[config.mk]
export PLATFORM = sky130hd
export DESIGN_NAME = fp6_addition_aligner
export DESIGN_NICKNAME = d
export VERILOG_FILES = /design/src/rtl/fp6_addition_aligner.sv
export SDC_FILE = /design/constraint.sdc
export NUM_CORES = 1
export LEC_CHECK = 0
export BUFFER_PORTS_ARGS = -buffer_cell sky130_fd_sc_hd__buf_2
export CORE_MARGIN = 2
export CORE_UTILIZATION = 58
export DETAILED_ROUTE_END_ITERATION = 10
export PLACE_DENSITY_LB_ADDON = 0.08
export RECOVER_POWER = 50
export SLEW_MARGIN = 15
export SYNTH_ARGS = -nofsm -noshare
export SYNTH_HDL_FRONTEND = slang
export SYNTH_SLANG_ARGS = --single-unit
[constraint.sdc]
create_clock -name clk -period 4.4 [get_ports clk]
set_input_delay 0.66 -clock clk [delete_from_list [all_inputs] [get_ports clk]]
set_output_delay 0.66 -clock clk [all_outputs]
set_load 0.005 [all_outputs]
[src/rtl/fp6_addition_aligner.sv]
// Pre-addition exponent aligner for LANES-wide FP6 E2M3 operand pairs, valid/ready on both sides.
// Define FP6_ALIGN_OUT_REG_EN for a 2-stage pipeline (compare, then shift); default is 1 stage.
module fp6_addition_aligner #(
    parameter int LANES = 4
) (
    input  logic                 clk,
    input  logic                 rst_n,
    input  logic                 in_valid,
    output logic                 in_ready,
    input  logic [6*LANES-1:0]   in_a,
    input  logic [6*LANES-1:0]   in_b,
    output logic                 out_valid,
    input  logic                 out_ready,
    output logic [2*LANES-1:0]   out_e,
    output logic [6*LANES-1:0]   out_ma,
    output logic [6*LANES-1:0]   out_mb,
    output logic [LANES-1:0]     out_sa,
    output logic [LANES-1:0]     out_sb,
    output logic [LANES-1:0]     out_sub,
    output logic [LANES-1:0]     out_swap
);

    typedef struct packed {
        logic [1:0] e;
        logic [3:0] m_large;
        logic [3:0] m_small;
        logic [1:0] diff;
        logic       sa;
        logic       sb;
        logic       sub;
        logic       swap;
    } pre_t;

    // Subnormals (e==0) take effective exponent 1; magnitude orders by {eff_e, mant4}.
    function automatic pre_t order_lane(input logic [5:0] a, input logic [5:0] b);
        pre_t       r;
        logic [1:0] ea;
        logic [1:0] eb;
        logic [3:0] ma;
        logic [3:0] mb;
        logic       b_larger;
        ea       = (a[4:3] == 2'd0) ? 2'd1 : a[4:3];
        eb       = (b[4:3] == 2'd0) ? 2'd1 : b[4:3];
        ma       = {|a[4:3], a[2:0]};
        mb       = {|b[4:3], b[2:0]};
        b_larger = {eb, mb} > {ea, ma};
        r.swap    = b_larger;
        r.e       = b_larger ? eb : ea;
        r.m_large = b_larger ? mb : ma;
        r.m_small = b_larger ? ma : mb;
        r.diff    = b_larger ? (eb - ea) : (ea - eb);
        r.sa      = b_larger ? b[5] : a[5];
        r.sb      = b_larger ? a[5] : b[5];
        r.sub     = a[5] ^ b[5];
        return r;
    endfunction

    // Two guard bits make the shift exact for diff <= 2.
    function automatic logic [5:0] shift_small(input pre_t p);
        return {p.m_small, 2'b00} >> p.diff;
    endfunction

    pre_t [LANES-1:0] pre_d;
    pre_t [LANES-1:0] out_src;
    logic             in_fire;
    logic             load_out;
    logic             valid_q;

    logic [2*LANES-1:0] out_e_d,    out_e_q;
    logic [6*LANES-1:0] out_ma_d,   out_ma_q;
    logic [6*LANES-1:0] out_mb_d,   out_mb_q;
    logic [LANES-1:0]   out_sa_d,   out_sa_q;
    logic [LANES-1:0]   out_sb_d,   out_sb_q;
    logic [LANES-1:0]   out_sub_d,  out_sub_q;
    logic [LANES-1:0]   out_swap_d, out_swap_q;

    always_comb begin
        for (int i = 0; i < LANES; i++) begin
            pre_d[i] = order_lane(in_a[6*i +: 6], in_b[6*i +: 6]);
        end
    end

`ifdef FP6_ALIGN_OUT_REG_EN
    logic             s0_valid_q;
    pre_t [LANES-1:0] s0_pre_q;
    logic             ready1;

    assign ready1   = !valid_q || out_ready;
    assign in_ready = !s0_valid_q || ready1;
    assign in_fire  = in_valid && in_ready;
    assign load_out = s0_valid_q && ready1;
    assign out_src  = s0_pre_q;

    always_ff @(posedge clk or negedge rst_n) begin
        if (!rst_n) begin
            s0_valid_q <= 1'b0;
            s0_pre_q   <= '0;
        end else begin
            if (in_ready) s0_valid_q <= in_valid;
            if (in_fire)  s0_pre_q   <= pre_d;
        end
    end

    always_ff @(posedge clk or negedge rst_n) begin
        if (!rst_n) begin
            valid_q <= 1'b0;
        end else if (ready1) begin
            valid_q <= s0_valid_q;
        end
    end
`else
    assign in_ready = !valid_q || out_ready;
    assign in_fire  = in_valid && in_ready;
    assign load_out = in_fire;
    assign out_src  = pre_d;

    always_ff @(posedge clk or negedge rst_n) begin
        if (!rst_n) begin
            valid_q <= 1'b0;
        end else if (in_ready) begin
            valid_q <= in_valid;
        end
    end
`endif

    always_comb begin
        out_e_d    = '0;
        out_ma_d   = '0;
        out_mb_d   = '0;
        out_sa_d   = '0;
        out_sb_d   = '0;
        out_sub_d  = '0;
        out_swap_d = '0;
        for (int i = 0; i < LANES; i++) begin
            out_e_d[2*i +: 2]  = out_src[i].e;
            out_ma_d[6*i +: 6] = {out_src[i].m_large, 2'b00};
            out_mb_d[6*i +: 6] = shift_small(out_src[i]);
            out_sa_d[i]        = out_src[i].sa;
            out_sb_d[i]        = out_src[i].sb;
            out_sub_d[i]       = out_src[i].sub;
            out_swap_d[i]      = out_src[i].swap;
        end
    end

    // NOTE: output data is reset too, so a reset mid-stall visibly clears out_* at once.
    always_ff @(posedge clk or negedge rst_n) begin
        if (!rst_n) begin
            out_e_q    <= '0;
            out_ma_q   <= '0;
            out_mb_q   <= '0;
            out_sa_q   <= '0;
            out_sb_q   <= '0;
            out_sub_q  <= '0;
            out_swap_q <= '0;
        end else if (load_out) begin
            out_e_q    <= out_e_d;
            out_ma_q   <= out_ma_d;
            out_mb_q   <= out_mb_d;
            out_sa_q   <= out_sa_d;
            out_sb_q   <= out_sb_d;
            out_sub_q  <= out_sub_d;
            out_swap_q <= out_swap_d;
        end
    end

    assign out_valid = valid_q;
    assign out_e     = out_e_q;
    assign out_ma    = out_ma_q;
    assign out_mb    = out_mb_q;
    assign out_sa    = out_sa_q;
    assign out_sb    = out_sb_q;
    assign out_sub   = out_sub_q;
    assign out_swap  = out_swap_q;

endmodule

After elaboration in Yosys (flattened, before gate mapping)
Cells that the tools add are included.
{ "word_totals": {"rom_bits": 0, "ff_bits": 65, "elab_cells": 79, "in_bits": 52, "ram_bits": 0, "output_inout_bits": 74, "latchBits": 0, "n_memories": 0} }
{ "op_classes": {"n_reduce_logical": 19, "n_addsub": 8, "eq_ne": 0, "n_mul": 0, "n_lt_le_gt_ge": 4, "n_shift": 4, "muxes": 32, "div_mod_pow": 0, "bitwise": 4} }
{ "ops": {"columns": ["operator", "count"], "rows": [
  ["2-to-1 mux 2 bit", 16],
  ["2-to-1 mux 4 bit", 8],
  ["greater-than comparator 6 bit", 4],
  [">> shifter 6 x 2 -> 6 bit", 4],
  ["zero test 2 bit", 8],
  ["OR reduction 2 bit", 8],
  ["subtractor 2 bit", 8],
  ["2-to-1 mux 1 bit", 8],
  ["bitwise XOR 1 bit", 4],
  ["logical AND 1 bit", 1],
  ["zero test 1 bit", 1],
  ["logical OR 1 bit", 1]
]} }

Longest topological paths before layout
{ "depth": {"word_depth": 5, "depth_mapped": 12, "depth_no_buf": 10} }

Worst setup path after synthesis
Ideal clock, no wire load.
{ "synth_timing": {"path_type": "input to register", "start": "input in_b[9]", "end": "register out_mb_q[7], in the netlist out_mb[7]", "slack_ns": 1.471, "arrival_time_ns": 2.849, "n_path_buf": 0, "required_ns": 4.321, "stages": 9, "setup_time_ns": 0.079, "path_cell_list": "nand2b_1 > ha_1 > and2_1 > and2_1 > a21oi_1 > a21o_1 > mux2i_1 > xor2_1 > mux2i_1"} }
{ "synth_between": {"elab_chain_cells": 5, "elab_cells_between_ends": 9, "classes_between": "add/sub (2); order compare (1); shift (1); mux (3); reduce/logical (2)"} }
{ "synth_lines": {"columns": ["item", "line_no", "rtl"], "rows": [
  ["from (decl)", "11", "input logic [6*LANES-1:0] in_b,"],
  ["zero test 2 bit", "43", "eb = (b[4:3] == 2'd0) ? 2'd1 : b[4:3];"],
  ["2-to-1 mux 2 bit", "43", null],
  ["greater-than comparator 6 bit / subtractor 2 bit (equally long branches)", "46, 51", null],
  ["2-to-1 mux 4 bit / 2-to-1 mux 2 bit (equally long branches)", "50, 51", null],
  [">> shifter 6 x 2 -> 6 bit *", "60", "return {p.m_small, 2'b00} >> p.diff;"],
  ["to (signal assigned)", "158", "out_mb_q <= out_mb_d;"],
  ["to (decl)", "71", "logic [6*LANES-1:0] out_mb_d, out_mb_q;"]
]} }
Mark *: on every way between the ends. The rest lies on a longest branch, timed or not.
A chain may end at the register's enable or synchronous reset.

Worst setup path after layout
{ "layout_timing": {"start": "input in_b[9]", "end": "register out_mb_q[11], in the netlist out_mb[11]"} }
Same word-level chain as after synthesis.

==> metrics.md <==
| Metric | Value |
|---|---|
| Max_cap viols | `1` |
| LEAKAGE | `2.682 nW` |
| CORE AREA | `0.007687 mm²` |
| Largest net degree at the start of global routing | `90` |
| Clock sinks | `65` |
| Area Overhead vs Synth | `17.15%` |
| Layout Cells excl Fill | `743` |
| Root buf cell | `clkbuf_8` |
| Most common cell after layout, fill and taps aside | `buf_2` |
| Die area | `0.008627 mm²` |
| Share of layout cells above drive strength 1 | `0.2246` |
| Clock latency on the worst-skew pair | `0.34 ns` |
| WL per Instance | `approximately 15 µm` |
| Post-layout nets | `around 710` |
| Peak supply drop | `0.2285 mV` |
| Cells after Synth | `535` |
| Design Power | `between 1.5 and 2 mW` |
| Final Max Tran Viols | `48` |
| Top_reg_cell synth | `dfrtp_1` |
| # fillers | `679` |
| Vias per std cell | `between 5 and 6` |
| Initial Utilization | `0.5960` |
| Worst-Margin Slew | `2.590 ns` |
| Setup CP Type | `in -> reg` |
| Total number of vias | `4244` |
| Ant. Diodes | `0` |
| Hold Vio Cnt, Final | `0` |
| Unrepaired setup endpoints after global routing | `no` |
| Arrival time at the worst endpoint | `3.44 ns` |
| Startpoint Class | `primary input` |
| Grt ovf | `0` |
| DR DRC count | `0` |
| Worst Path Max Fanout | `13` |
| Violated checks | `max-capacitance violations, max-slew violations` |
| Fmax | `309.1 MHz` |
| Post-CTS sizing | `0` |
| Crit end category | `flip-flop` |
| Commonest non-fill, non-tap cells in the layout | `buf_2 (105), nand2_1 (77), dfrtp_1 (65), o21ai_0 (56), mux2i_1 (42)` |
| Placed cell count | `727` |
| Placed inst area | `0.005179 mm²` |
| Worst-path clk slew | `0.07 ns` |
| Critical Path RT | `4.60 ns` |
| Final period util | `0.7353` |
| Die Y | `92.88 µm` |
| Synthesis Warnings | `0` |
| Status | `complete, but fails checks` |
| Total negative slack | `0 ns` |
| Post-DRT Antenna Nets | `0` |
| Postcts setup bufs | `0` |
| Fin area | `between 0.005 and 0.006 mm²` |
| TritonCTS Buffers | `9` |
| #FFs+latches synth | `65` |
| CTS H-tree lvls | `3` |
| CTS tree | `built` |
| Syn Area/Cell | `8.564 µm²` |
| Fin crit period | `3.235 ns` |
| Antenna violations before repair | `0` |
| Final Core Density | `0.6982` |
| # rows | `32` |
| First-pass GRT wire length | `18.63 mm` |
| Total Wirelength | `11.18 mm` |
| Mapped cell area | `0.004582 mm²` |
| Vias in the first global route | `3924` |
| I/O pins | `126` |
| PortBufs | `approximately 120` |
| Worst min path class | `reg -> reg` |
| Post-synth EDFFs | `0` |
| PwrDens | `368.7 mW/mm²` |
| Max_slew headroom | `-0.7270` |
| CTS max path bufs | `2` |
| Die Span X | `92.88 µm` |
| Placer Congestion | `0.9466` |
| Clk_skew | `0.005977 ns` |
| Count of cell types in the netlist | `65` |
| Ys async rst share | `1.000` |
| HPWL after detailed placement | `8.208 mm` |
| Hold-fix buffers at CTS | `0` |
| Starting DRT DRC Count | `182` |
| Finish-stage setup viols | `0` |
| Register area share after synthesis | `0.3550` |
| 1st-pass router iterations | `4` |
| Global-route usage over all layers | `0.2682` |
[cell families (layout without fill, tap and decap cells)]
family | after synthesis | in the layout | synth area share
AND/OR/NAND/NOR | 177 | 177 | 0.1810
multiplexers | 47 | 47 | 0.1098
adder cells (fa/ha/maj) | 24 | 24 | 0.06554
flip-flops | 65 | 65 | 0.3550
other | 1 | 8 | 0.0008184
buffers and inverters | 70 | 169 | 0.06636
AO/OA/AOI/OAI | 142 | 142 | 0.2026
XOR/XNOR | 9 | 9 | 0.01884
[critical path, cell delays in order]
cell      delay (ns)
buf_2           0.11
nand2b_1        0.19
ha_1            0.49
and2_1          0.24
and2_1          0.16
a21oi_1         0.32
a21o_1          0.31
mux2i_1         0.33
xor2_1          0.45
o21ai_0         0.17
[where the power goes]
group / switching [mW] / total [mW] / internal, mW
sequential: 0.0736 / 0.795 / 0.721
combinational: 0.361 / 0.649 / 0.288
clock: 0.227 / 0.535 / 0.308
[cells in the mapped netlist (all sizes together), types with 7 or more instances]
| master | number | area (µm²) |
|---|---|---|
| a21oi | 20 | 100.1 |
| a31oi | 9 | 56.30 |
| and2 | 10 | 62.56 |
| buf | 15 | 92.59 |
| clkbuf | 23 | 86.33 |
| dfrtp | 65 | 1627 |
| ha | 24 | 300.3 |
| inv | 31 | 116.4 |
| mux2i | 43 | 442.9 |
| nand2 | 78 | 292.8 |
| nand2b | 9 | 56.30 |
| nand3 | 9 | 45.04 |
| nor2 | 36 | 135.1 |
| o21ai | 60 | 311.5 |
| o22ai | 7 | 43.79 |
| xnor2 | 7 | 68.82 |
[sequential cells by signal, summed over array words and instances (netlist names)]
| register | count |
|---|---|
| out_sb | 4 |
| out_sub | 4 |
| out_valid | 1 |
| out_mb | 24 |
| out_swap | 4 |
| out_sa | 4 |
| out_e | 8 |
| out_ma | 16 |
[metal layers]
metal  GRT usage  share of wire  vias up
met5           0              0        -
met4     0.06618          0.010        0
met3     0.06591          0.075       10
met2      0.4239           0.47      140
met1      0.3724           0.45     2009
li1            -              -     2085
[metrics by stage]
| step | hold WS (ns) | setup WS, ns |
|---|---|---|
| global route | 0.5010 | 0.7258 |
| global placement | 0.4554 | 0.9759 |
| CTS | 0.4768 | 1.228 |
| finish | 0.4754 | 1.165 |
| floorplan | 0.3644 | 1.471 |
| detailed placement | 0.4573 | 0.8623 |
[area by class of cell]
class	instances	area, µm²	area share
Timing Repair Buffer	122	604.3	0.1126
Sequential cell	65	1627	0.3030
Tap cell	102	127.6	0.02378
Multi-Input combinational cell	407	2685	0.5002
Clock inverter	2	35.03	0.006527
Inverter	31	116.4	0.02168
Clock buffer	14	172.7	0.03217
[path summary, 6_finish.rpt]
check | startpoint | to | slack [ns] | cells after the start
worst max-delay path | in_b[9] | out_mb[11] | 1.16 | 10
worst min-delay path | out_mb[18] | out_mb[18] | 0.48 | 2
worst max register to register | out_valid | out_mb[14] | 2.10 | 5
worst min register to register | out_mb[18] | out_mb[18] | 0.48 | 2
max in group asynchronous | rst_n | out_mb[16] | 1.35 | 2
min in group asynchronous | rst_n | out_ma[23] | 1.12 | 1
Power figures use the tool's default switching activity.
